File: src/rtl/nano_loader.sv
`default_nettype none
// ============================================================================
// Module      : nano_loader
// Description : Streams a program image into memory, verifies its XOR checksum,
//               then releases the CPU and hands it the memory port.
// Revision    : 1.0 - initial release
// ============================================================================
module nano_loader #(
    parameter logic [7:0] START_ADDR = 8'h00
) (
    input  logic        ck,
    input  logic        rst,
    input  logic [7:0]  rx_data,
    input  logic        rx_valid,
    output logic        rx_ready,
    input  logic [7:0]  cpu_address,
    input  logic [15:0] cpu_dataW,
    input  logic        cpu_ce,
    input  logic        cpu_we,
    output logic [7:0]  mem_address,
    output logic [15:0] mem_dataW,
    output logic        mem_ce,
    output logic        mem_we,
    output logic        cpu_rst,
    output logic        done,
    output logic        err
);

    typedef enum logic [2:0] {
        S_CNT = 3'd0,
        S_HI  = 3'd1,
        S_LO  = 3'd2,
        S_WR  = 3'd3,
        S_CHK = 3'd4,
        S_RUN = 3'd5,
        S_ERR = 3'd6
    } state_t;

    state_t     state_q, state_d;
    logic [7:0] n_q, n_d;
    logic [7:0] idx_q, idx_d;
    logic [7:0] hi_q, hi_d;
    logic [7:0] lo_q, lo_d;
    logic [7:0] csum_q, csum_d;
    logic       cpu_rst_q, cpu_rst_d;
    logic       done_q, done_d;
    logic       err_q, err_d;
    logic       xfer;

    always_comb begin
        state_d     = state_q;
        n_d         = n_q;
        idx_d       = idx_q;
        hi_d        = hi_q;
        lo_d        = lo_q;
        csum_d      = csum_q;
        rx_ready    = 1'b0;
        mem_address = 8'h00;
        mem_dataW   = 16'h0000;
        mem_ce      = 1'b0;
        mem_we      = 1'b0;

        case (state_q)
            S_CNT, S_HI, S_LO, S_CHK: rx_ready = 1'b1;
            default:                  rx_ready = 1'b0;
        endcase
        xfer = rx_valid & rx_ready;

        case (state_q)
            S_CNT: begin
                if (xfer) begin
                    n_d     = rx_data;
                    csum_d  = csum_q ^ rx_data;
                    idx_d   = 8'h00;
                    state_d = (rx_data == 8'h00) ? S_CHK : S_HI;
                end
            end
            S_HI: begin
                if (xfer) begin
                    hi_d    = rx_data;
                    csum_d  = csum_q ^ rx_data;
                    state_d = S_LO;
                end
            end
            S_LO: begin
                if (xfer) begin
                    lo_d    = rx_data;
                    csum_d  = csum_q ^ rx_data;
                    state_d = S_WR;
                end
            end
            S_WR: begin
                // Address arithmetic is 8-bit, so it wraps past 8'hFF naturally.
                mem_ce      = 1'b1;
                mem_we      = 1'b1;
                mem_address = START_ADDR + idx_q;
                mem_dataW   = {hi_q, lo_q};
                idx_d       = idx_q + 8'd1;
                state_d     = (idx_d == n_q) ? S_CHK : S_HI;
            end
            S_CHK: begin
                if (xfer) begin
                    state_d = (rx_data == csum_q) ? S_RUN : S_ERR;
                end
            end
            S_RUN: begin
                mem_address = cpu_address;
                mem_dataW   = cpu_dataW;
                mem_ce      = cpu_ce;
                mem_we      = cpu_we;
            end
            default: begin
                state_d = S_ERR;
            end
        endcase

        // Decoding the next state lets cpu_rst drop on the very edge that enters RUN.
        cpu_rst_d = (state_d != S_RUN);
        done_d    = (state_d == S_RUN);
        err_d     = (state_d == S_ERR);
    end

    always_ff @(posedge ck or negedge rst) begin
        if (!rst) begin
            state_q   <= S_CNT;
            n_q       <= 8'h00;
            idx_q     <= 8'h00;
            hi_q      <= 8'h00;
            lo_q      <= 8'h00;
            csum_q    <= 8'h00;
            cpu_rst_q <= 1'b1;
            done_q    <= 1'b0;
            err_q     <= 1'b0;
        end else begin
            state_q   <= state_d;
            n_q       <= n_d;
            idx_q     <= idx_d;
            hi_q      <= hi_d;
            lo_q      <= lo_d;
            csum_q    <= csum_d;
            cpu_rst_q <= cpu_rst_d;
            done_q    <= done_d;
            err_q     <= err_d;
        end
    end

    assign cpu_rst = cpu_rst_q;
    assign done    = done_q;
    assign err     = err_q;

endmodule
`default_nettype wire
File: config.mk
export PLATFORM = sky130hd
export DESIGN_NAME = nano_loader
export DESIGN_NICKNAME = d
export VERILOG_FILES = /design/src/rtl/nano_loader.sv
export SDC_FILE = /design/constraint.sdc
export NUM_CORES = 1
export LEC_CHECK = 0
export ABC_AREA = 1
export BUFFER_PORTS_ARGS = -buffer_cell sky130_fd_sc_hd__buf_2
export CORE_UTILIZATION = 40
export CTS_CLUSTER_SIZE = 20
export DETAILED_ROUTE_END_ITERATION = 10
export PLACE_DENSITY = 0.59
export SLEW_MARGIN = 0
export SYNTH_ARGS = -nofsm -noshare
export SYNTH_HDL_FRONTEND = slang
export SYNTH_SLANG_ARGS = --single-unit
File: constraint.sdc
create_clock -name ck -period 1.7 [get_ports ck]
set_input_delay 0.34 -clock ck [delete_from_list [all_inputs] [get_ports ck]]
set_output_delay 0.34 -clock ck [all_outputs]
set_load 0.01 [all_outputs]
Word-level counts from Yosys, hierarchy flattened. Cells that the tools add are included.

Flip-flop bits (word level): 46. Bits in latches: 0. Memory bits (writable): 0. Bits in read-only memories: 0. Bits of input ports: 37. Output and inout port bits: 30. Word-level logic and storage cells: 48. Memories: 0.

Add/sub/neg operators: 1. Multiply operators: 0. Div/mod/pow operators: 0. Order comparisons: 0. Eq/ne operators: 11. Shifts and indexed selects: 0. Muxes and demuxes: 15. Bitwise gates (word level): 2. Reductions and logical operators: 10.

Operators by type and width (number): 16-bit case mux with 2 select lines (1); 8-bit case mux with 2 select lines (2); 3-bit 2-to-1 mux (6); 3-bit case mux with 6 select lines (1); 8-bit equality test (2); 3-bit equality test, second input constant (4); 2-bit AND reduction (5); 8-bit by 1-bit adder with 8-bit output, second input constant (1); 8-bit logical NOT (1); 8-bit 2-to-1 mux (1); 8-bit XOR (1); 3-bit by 2-bit equality test with 1-bit output, second input constant (2); 1-bit case mux with 2 select lines (2); 4-bit OR reduction (1); 3-bit by 1-bit equality test with 1-bit output, second input constant (1); 3-bit logical NOT (1); 3-bit != test, second input constant (1); 3-bit OR reduction (1); 2-bit 2-to-1 mux (1); 2-bit != test, second input constant (1); 2-bit nonzero test (1); 1-bit bitwise AND (1); 1-bit 2-to-1 mux (1).

Depth between registers and ports, before layout. Gate-level depths: netlist of the first run.

Depth in word-level cells: 7. Mapped depth: 12. Mapped depth without buffers: 12.

Worst setup path after synthesis of the first run. No wires, ideal clock.

Path type: flip-flop to output port. Start: register state_q[0]. End: output mem_address[0]. Arrival: 1.170 ns. Slack: 0.190 ns. Stages on the path, launching flop included: 6. Path buffers: 1. Cells stage by stage: dfrtp_1 nand2_1 nor2_4 inv_1 clkbuf_1 o21ai_0.

Longest elaborated chain between the ends: 2. Elaborated cells between the ends (all ways): 3.

Ends and longest elaborated chain: start, declared (RTL line 39) `state_t state_q, state_d;`; start signal, assigned (RTL line 135) `state_q <= state_d;`; 3-bit equality test or 3-bit by 2-bit equality test with 1-bit output (tied branches) (RTL line 69) `case (state_q)`; 8-bit case mux with 2 select lines (*) (RTL line 69); end, declared (RTL line 20) `output logic [7:0] mem_address,`.

Every way passes the cells marked *; elsewhere a longest branch is shown, timed or not.

Worst setup path after layout of the first run.
Start: register state_q[1]. End: output mem_address[2].

The elaborated chain is that of the path after synthesis.

==> results of run 1 <==
[sequential cells by signal (all words and copies together), names as in the netlist]
register / count
csum_q: 8
hi_q: 8
idx_q: 8
lo_q: 8
n_q: 8
state_q: 3
cpu_rst: 1
done: 1
err: 1
[power breakdown]
part | total, uW | switching (uW) | internal, uW
combinational | 137 | 77.7 | 59.5
clock | 705 | 378 | 327
sequential | 1130 | 13.3 | 1110
total | 1970 | 469 | 1500
[per-stage QoR]
step / hold slack, ns / util (%) / instances
3_5_place_dp: 0.342 / 50.1 / 446
5_1_grt: 0.0268 / 54.3 / 466
2_1_floorplan: 0.0444 / - / 309
6_report: -0.00625 / 54.3 / 466
4_1_cts: 0.00611 / 53.0 / 463
3_3_place_gp: 0.340 / 50.1 / 446
[cell type report]
class | instances | area, um2 | share of cell area, %
inverters | 33 | 129 | 3.92
clock buffers | 6 | 82.6 | 2.51
clock inverters | 2 | 12.5 | 0.380
repair buffers | 88 | 553 | 16.8
multi-input cells | 216 | 1260 | 38.5
well taps | 75 | 93.8 | 2.85
flip-flops and latches | 46 | 1150 | 35.1
[cells by family after synthesis]
family | count (synthesis) | synth area share [%]
and+or+nand+nor | 133 | 25.1
buffers and inverters | 47 | 7.51
muxes | 4 | 1.76
AOI/OAI and AO/OA | 68 | 16.9
DFF | 46 | 44.9
adders and majority gates | 1 | 0.487
xor gates and xnor gates | 10 | 3.41
[worst max-delay path: cells and delay by family (launching register included)]
kind | cells | cell delay [ns]
AOI/OAI and AO/OA | 1 | 0.10
buffers and inverters | 3 | 0.48
DFF | 1 | 0.40
and+or+nand+nor | 2 | 0.22
[worst paths after layout]
| check | start | endpoint | cells past startpoint |
|---|---|---|---|
| worst max register to register | state_q[1] | idx_q[0] | 8 |
| worst max-delay path | state_q[1] | mem_address[2] | 6 |
| worst min-delay path | rst | lo_q[2] | 2 |
| max in group asynchronous | rst | cpu_rst | 2 |
| worst min register to register | lo_q[2] | lo_q[2] | 2 |
| min in group ck | rx_data[7] | n_q[7] | 3 |
[metal layers]
metal,global-route usage (%),routed length (um)
met1,27.1,3050
met2,34.0,3070
met3,3.41,299
met4,8.25,125
met5,0,0
[timing repair]
action / 4_1_cts / 5_1_grt
hold buffers: 0 / 0
resized for setup: 14 / 16
setup buffers: 10 / 3
pin swaps: 3 / 2
endpoints found under the setup margin: 26 / 33
[cells in the final DEF (no fill, tap or decap)]
cell	Yosys	routed
clkbuf_8	0	6
mux2_2	4	4
nand3_2	5	5
nor2_2	3	4
clkinv_2	1	2
o21ai_1	1	1
ha_1	1	1
buf_4	0	13
nand3b_1	4	4
dfstp_2	1	1
xnor2_1	5	5
o211ai_1	1	1
buf_2	6	65
dfrtp_1	45	44
nand4_1	1	1
buf_12	0	2
nor3_1	3	3
nand2_4	0	1
a21oi_1	3	2
o21ai_2	0	6
xor2_1	5	5
o22ai_1	3	3
nor2_4	5	5
nand2_2	3	6
dfrtp_2	0	1
o21bai_1	1	1
clkinvlp_4	0	2
nor2_1	6	5
inv_2	3	4
a21oi_2	1	2
nor4_1	2	2
o21ai_0	42	36
nand3_1	27	27
inv_1	29	27
buf_6	1	8
nand2_1	74	70
a32o_1	16	16
==> summary.txt, run 1 <==
Drt
  • Wire per inst: 14.0 um
  • Pre-antenna DRT Iters: 4
  • Via count: 2399
  • Via density per instance: 5.15
  • Routed Antenna Nets: 0
  • Initial DRC count: 87
  • DRT Wirelength: 6550 um
  • DRC violations left: 0

Setup path
  • Flop-to-flop setup slack: 0.07 ns
  • Slowest-stage cell, CP: dfrtp_1
  • Crit end category: output pin
  • Critical path cell sequence: nand2_2 -> nor2_4 -> clkinvlp_4 -> buf_6 -> o21ai_2 -> buf_2
  • Worst path max stage delay: 0.40 ns
  • CP arrival: 1.50 ns
  • Worst EP required: 1.36 ns
  • WS Path Type: reg2out
  • Startpoint Class: register
  • Crit path max fanout: 5

Timing
  • Total negative slack: -2.30 ns
  • Final WS setup: -0.144 ns
  • Final slew viol count: 0
  • Fin. Hold Viols: 3
  • Relative slew slack: 80.2%
  • Maximum clock rate: 542 MHz
  • Number of setup violations in the final report: 26
  • Hold slack: -0.00625 ns
  • Minimum clock period: 1.84 ns
  • Clock skew: 0.00883 ns
  • Final Cycle Share: 108%
  • Unrepaired setup endpoints after global routing: yes
  • Worst slew pin tran: 0.296 ns

Global route
  • Pin count of the biggest net entering global routing: 47
  • GR Overflow Total: 0
  • Total GRT Usage: 20.7%
  • First-pass GRT wire length: 10500 um
  • Initial antenna violation count: 0
  • Vias in the first global route: 2231

Floorplanning
  • Die height: 82.1 um
  • Core area: 0.00606 mm2
  • Starting Density: 42.3%
  • Io pins: 67
  • Die Footprint: 0.00674 mm2
  • DIE WIDTH: 82.1 um
  • FP Rows: 28

Synthesis
  • Yosys warnings: 0
  • Cell Area, Synth: 0.00257 mm2
  • Count leader, synth: nand2_1
  • EDFF count, synth: 0
  • Top-area cell type share of the netlist area: 43.9%
  • Register area share after synthesis: 44.9%
  • Async SR Flop Fraction: 100%
  • Post-synth cell types: 32
  • Most frequent cells after synthesis: 74 x nand2_1, 45 x dfrtp_1, 42 x o21ai_0
  • Syn Inst Count: 309
  • Syn nets: 347
  • Synthesized area per cell: 8.30 um2
  • Yosys top cell by area: dfrtp_1
  • Largest cells by area after synthesis: dfrtp_1 44%, nand2_1 11%, o21ai_0 8.2%
  • Count of state elements after synthesis: 46
  • Dominant synthesized flop cell: dfrtp_1

CTS
  • Clock sinks: 46
  • Root Buffer Master: clkbuf_8
  • CTS max path bufs: 2
  • CTS Buf Count: 5
  • H-Tree Depth: 2
  • Worst-path clk slew: 0.09 ns
  • Worst skew pair latency: 0.30 ns
  • TritonCTS clock tree: yes

Job
  • Max cap viols: 0

Placement
  • DP Wirelength: 4720 um
  • Final GP Congestion: 0.879
  • DP Area: 0.00304 mm2
  • # port buffers: 66
  • Post-placement setup slack: 0.115 ns

Outcome
  • Status: finished with violations
  • Violated checks: negative hold slack, negative setup slack

Power
  • Leakage: 0.00172 uW
  • Power, Total: 1970 uW
  • Peak supply drop: 0.323 mV
  • Pwr per Cell Area: 599 mW/mm2

Final layout
  • Synth-to-Final Area Change: 28.2%
  • Ant diodes: 0
  • Fillers: 558
  • Post-layout instance area: 0.00329 mm2
  • Share of layout cells above drive strength 1: 35.0%
  • Nets@finish: 428

Hold path
  • Worst min path class: in2async
Power figures use the tool's default switching activity.
==> inputs of run 2 (changes only) <==
Settings changed: CORE_ASPECT_RATIO from default to 0.7, PLACE_DENSITY 0.59 to 0.62.
Clock period 1.7 ns to 1.6 ns, I/O delays scaled along.
==> run 2 against run 1 <==
Combinational power rose by 19%. Non-clock buffer count rose by 4. The run ends with design-rule violations, negative setup slack left. Critical path type unchanged. Highest routed layer unchanged. Sequential share of layout area fell by 1.6 points. Die area barely moved.
==> summary.txt, run 2 (synthesis gave the netlist of run 1 again) <==
CTS
  • CTS max path bufs: 2 (unchanged)
  • Worst-path clk slew: 0.09 ns (about the same)
  • CTS Buf Count: 5 (unchanged)
  • Root Buffer Master: clkbuf_8
  • H-Tree Depth: 2 (unchanged)
  • Worst skew pair latency: 0.30 ns (about the same)
  • TritonCTS clock tree: yes
  • Clock sinks: 46 (unchanged)

Drt
  • Routed Antenna Nets: 0 (unchanged)
  • Via count: 2464 (+2.7%)
  • Wire per inst: 15.6 um (+11%)
  • Via density per instance: 5.20 (+0.98%)
  • Pre-antenna DRT Iters: 7 (+3)
  • DRT Wirelength: 7400 um (+13%)
  • Initial DRC count: 143 (+64%)
  • DRC violations left: 8 (+8)

Job
  • Max cap viols: 0 (unchanged)

Timing
  • Number of setup violations in the final report: 27 (+3.8%)
  • Total negative slack: -5.09 ns (-2.78 ns)
  • Relative slew slack: 77.5% (-2.7 points)
  • Minimum clock period: 1.82 ns
  • Unrepaired setup endpoints after global routing: yes
  • Worst slew pin tran: 0.334 ns (+0.0383 ns)
  • Maximum clock rate: 550 MHz
  • Final slew viol count: 0 (unchanged)
  • Final WS setup: -0.218 ns (-0.0741 ns)
  • Final Cycle Share: 114%
  • Clock skew: 0.00421 ns (-0.00462 ns)
  • Fin. Hold Viols: 0 (-3)

Global route
  • GR Overflow Total: 0 (unchanged)
  • First-pass GRT wire length: 11700 um (+11%)
  • Pin count of the biggest net entering global routing: 47 (unchanged)
  • Initial antenna violation count: 0 (unchanged)
  • Total GRT Usage: 22.1% (+1.4 points)
  • Vias in the first global route: 2314 (+3.7%)

Final layout
  • Most frequent cells in the layout: 68 x nand2_1, 65 x buf_2, 44 x dfrtp_1
  • Ant diodes: 0 (unchanged)
  • Leading cell type in the layout, fill and taps excluded: nand2_1
  • Core Util, Final: 55.5% (+1.2 points)
  • Share of layout cells above drive strength 1: 38.6% (+3.6 points)
  • Synth-to-Final Area Change: 34.3%
  • Nets@finish: 433 (+1.2%)

Floorplanning
  • FP Rows: 24 (-14%)
  • Core area: 0.00622 mm2 (+2.6%)
  • Die Footprint: 0.00675 mm2 (about the same)
  • Die height: 69.0 um (-16%)
  • DIE WIDTH: 97.7 um (+19%)
  • Io pins: 67 (unchanged)
  • Starting Density: 41.3% (-1.1 points)

Power
  • Pwr per Cell Area: 636 mW/mm2 (+6.2%)
  • Leakage: 0.00177 uW (+2.4%)
  • Peak supply drop: 0.293 mV (-9.4%)

Placement
  • Final GP Congestion: 0.906 (+3.0%)
  • DP Wirelength: 5110 um (+8.2%)
  • # port buffers: 66 (unchanged)

Setup path
  • Worst EP required: 1.28 ns (-0.08 ns)
  • Crit end category: output pin
  • Startpoint Class: register
  • WS Path Type: reg2out
  • Crit path max fanout: 12 (+7)
  • CP arrival: 1.50 ns (about the same)

Outcome
  • Violated checks: design-rule violations, negative setup slack
  • Status: finished with violations

Hold path
  • Worst min path class: in2reg
run 2: changes by cell type in the layout (fill, tap and decap cells not counted), sizes merged:
cell | before | now
clkbuf | 6 | 8
inv | 31 | 32
clkinv | 2 | 1
buf | 88 | 91
clkinvlp | 2 | 1
dlygate4sd3 | 0 | 1
run 2: power by group:
part | internal (uW) | switching, uW
sequential | 1180 | 14.9
clock | 437 | 393
combinational | 67.8 | 95.0
total | 1690 | 503
run 2: layout make-up:
type	instances	area, um2
well taps	78	97.6
multi-input cells	216	1350
repair buffers	92	603
fillers	565	2770
inverters	33	128
flip-flops and latches	46	1150
repair inverters	1	7.51
clock buffers	8	110
run 2: worst max-delay path, stage by stage, from the launching register on:
cell and delay [ns]:
dfrtp_1 0.41, nand2_2 0.10, nor2_4 0.25, buf_12 0.18, a32o_1 0.13, buf_2 0.13
run 2: stage by stage:
stage | cells | setup WS [ns] | total power (uW) | hold WS (ns) | instance area [um2]
5_1_grt | 474 | -0.266 | 2270 | 0.316 | 3450
2_1_floorplan | 309 | 0.101 | 1270 | 0.0244 | 2570
3_5_place_dp | 456 | 0.00833 | 1370 | 0.323 | 3090
3_3_place_gp | 456 | 0.0215 | 1370 | 0.323 | 3090
4_1_cts | 471 | -0.178 | 2200 | 0.306 | 3300
6_report | 474 | -0.218 | 2190 | 0.313 | 3450
run 2: timing repair:
action                                  4_1_cts  5_1_grt
endpoints found under the setup margin       28       68
cloned                                        1        2
pin swaps                                     3       10
setup buffers                                 5        1
endpoints found under the hold margin        33        0
resized for setup                             9       39
hold buffers                                  1        0
run 2: final timing paths:
kind	from	end	slack (ns)	depth (start not counted)
worst max-delay path	state_q[1]	mem_dataW[8]	-0.22	5
worst min-delay path	rx_data[7]	n_q[7]	0.31	3
worst max register to register	state_q[1]	cpu_rst	0.07	10
worst min register to register	lo_q[4]	lo_q[4]	0.50	2
max in group asynchronous	rst	cpu_rst	0.80	3
min in group asynchronous	rst	n_q[7]	0.52	3
run 2: routing by layer:
metal  up-vias  global-route usage (%)  wire [um]
met5         -                       0          0
met4         0                    4.88         28
met3         5                    3.75        331
met2        56                    32.8       3270
met1      1187                    33.6       3770
li1       1216                       -          -
==> inputs of run 3 (changes only) <==
Settings changed: RECOVER_POWER from default to 50.
==> run 3 against run 2 <==
The run still ends with design-rule violations, negative setup slack left. Critical endpoint unchanged. Sequential power about the same. Clock skew is the same. Largest cell class unchanged. Critical path depth stayed put. Count of clock-buffer cells in the layout is the same. Critical path type unchanged. Flip-flop and latch count did not move. Wire length did not move.
==> summary.txt, run 3 (synthesis gave the netlist of run 1 again) <==
Timing
  • Unrepaired setup endpoints after global routing: yes
  • Maximum clock rate: 550 MHz (unchanged)
  • Total negative slack: -5.09 ns (unchanged)
  • Relative slew slack: 56.5% (-21 points)
  • Final slew viol count: 0 (unchanged)
  • Clock skew: 0.00421 ns (unchanged)
  • Fin. Hold Viols: 0 (unchanged)
  • Final WS setup: -0.218 ns (unchanged)
  • Worst slew pin tran: 0.652 ns (+0.318 ns)
  • Number of setup violations in the final report: 27 (unchanged)
  • Hold slack: 0.313 ns (unchanged)
  • Minimum clock period: 1.82 ns (unchanged)
  • Final Cycle Share: 114% (unchanged)

Setup path
  • Worst EP required: 1.28 ns (about the same)
  • Slowest-stage cell, CP: dfrtp_1
  • Worst path max stage delay: 0.41 ns (about the same)
  • Crit path max fanout: 12 (unchanged)
  • Startpoint Class: register
  • WS Path Type: reg2out
  • CP top delay family: flip-flops
  • Buf/Inv on CP: 2 (unchanged)
  • Critical path cell sequence: nand2_2 -> nor2_4 -> buf_12 -> a32o_1 -> buf_2
  • Critical Path Source: state_q[1]
  • CP arrival: 1.50 ns (about the same)
  • Worst r2r src: state_q[1]
  • Crit end category: output pin

Final layout
  • Leading cell type in the layout, fill and taps excluded: nand2_1
  • Share of layout cells above drive strength 1: 38.6% (unchanged)
  • Nets@finish: 433 (unchanged)
  • Fillers: 567 (+0.35%)
  • Ant diodes: 0 (unchanged)
  • Most frequent cells in the layout: 68 x nand2_1, 65 x buf_2, 44 x dfrtp_1
  • Synth-to-Final Area Change: 33.8%

Job
  • Max cap viols: 0 (unchanged)

CTS
  • H-Tree Depth: 2 (unchanged)
  • CTS max path bufs: 2 (unchanged)
  • Root Buffer Master: clkbuf_8
  • Worst skew pair latency: 0.30 ns (about the same)
  • Worst-path clk slew: 0.09 ns (about the same)
  • CTS Buf Count: 5 (unchanged)
  • TritonCTS clock tree: yes
  • Clock sinks: 46 (unchanged)

Floorplanning
  • Die height: 69.0 um (unchanged)
  • DIE WIDTH: 97.7 um (unchanged)
  • FP Rows: 24 (unchanged)
  • Starting Density: 41.3% (unchanged)
  • Io pins: 67 (unchanged)
  • Core area: 0.00622 mm2 (unchanged)
  • Die Footprint: 0.00675 mm2 (unchanged)

Placement
  • Final GP Congestion: 0.906 (unchanged)
  • Post-placement setup slack: 0.00833 ns (unchanged)
  • DP Wirelength: 5110 um (unchanged)
  • # port buffers: 66 (unchanged)

Power
  • Power, Total: 2190 uW (-0.20%)
  • Leakage: 0.00176 uW (-0.27%)
  • Peak supply drop: 0.293 mV (about the same)
  • Pwr per Cell Area: 637 mW/mm2 (+0.16%)

Global route
  • Total GRT Usage: 22.1% (unchanged)
  • Initial antenna violation count: 0 (unchanged)
  • GR Overflow Total: 0 (unchanged)
  • First-pass GRT wire length: 11700 um (unchanged)
  • Vias in the first global route: 2314 (unchanged)
  • Pin count of the biggest net entering global routing: 47 (unchanged)

Outcome
  • Violated checks: design-rule violations, negative setup slack
  • Status: finished with violations

Hold path
  • HP Start: rx_data[7]
  • Worst min path class: in2reg

Drt
  • DRT Wirelength: 7400 um (unchanged)
  • DRC violations left: 8 (unchanged)
  • Pre-antenna DRT Iters: 7 (unchanged)
  • Routed Antenna Nets: 0 (unchanged)
  • Via count: 2464 (unchanged)
  • Wire per inst: 15.6 um (unchanged)
  • Initial DRC count: 143 (unchanged)
  • Via density per instance: 5.20 (unchanged)
## run 3: worst reg2reg max path, cell delays in order (launching register included)
cell	delay, ns
dfrtp_1	0.42
buf_6	0.14
inv_2	0.07
nand2_2	0.06
buf_4	0.15
a21oi_2	0.17
nand3_1	0.14
nand2_1	0.09
nand2_1	0.09
nand2_1	0.10
inv_1	0.04
## run 3: path summary, 6_finish.rpt
path / slack [ns] / cells past startpoint / endpoint
min: 0.31 / 3 / n_q[7]
min reg2reg: 0.50 / 2 / lo_q[4]
max in group asynchronous: 0.44 / 3 / state_q[2]
min in group asynchronous: 0.68 / 3 / n_q[7]
max reg2reg: 0.07 / 10 / cpu_rst
max: -0.22 / 5 / mem_dataW[8]
## run 3: routing by layer
| layer | part of all wire (%) | vias up | GRT usage (%) |
|---|---|---|---|
| met5 | 0 | - | 0 |
| met4 | 0.38 | 0 | 4.88 |
| met3 | 4.5 | 5 | 3.75 |
| met2 | 44 | 56 | 32.8 |
| met1 | 51 | 1187 | 33.6 |
| li1 | - | 1216 | - |
## run 3: repair_timing
| item | 4_1_cts | 5_1_grt |
|---|---|---|
| resized for setup | 9 | 39 |
| endpoints found under the setup margin | 28 | 68 |
| cloned | 1 | 2 |
| hold buffers | 1 | 0 |
| endpoints found under the hold margin | 33 | 0 |
| setup buffers | 5 | 1 |
| pin swaps | 3 | 10 |
## run 3: through the flow
step / cells / instance area [um2] / utilization, %
CTS: 471 / 3300 / 53.1
floorplan: 309 / 2570 / -
finish: 474 / 3430 / 55.3
detailed placement: 456 / 3090 / 49.8
global route: 474 / 3430 / 55.3
global placement: 456 / 3090 / 49.8
## run 3: final cells by class
class | count | area, um2 | area share (%)
Timing Repair Buffer | 92 | 591 | 17.2
Timing Repair inverter | 1 | 7.51 | 0.219
Inverter | 33 | 128 | 3.72
Clock buffer | 8 | 110 | 3.21
Sequential cell | 46 | 1150 | 33.6
Tap cell | 78 | 97.6 | 2.84
Multi-Input combinational cell | 216 | 1350 | 39.2
## run 3: report_power, final
part / switching [uW] / leakage (uW) / internal [uW]
sequential: 14.9 / 0.000559 / 1180
combinational: 94.3 / 0.00115 / 64.1
clock: 393 / 0.0000575 / 437
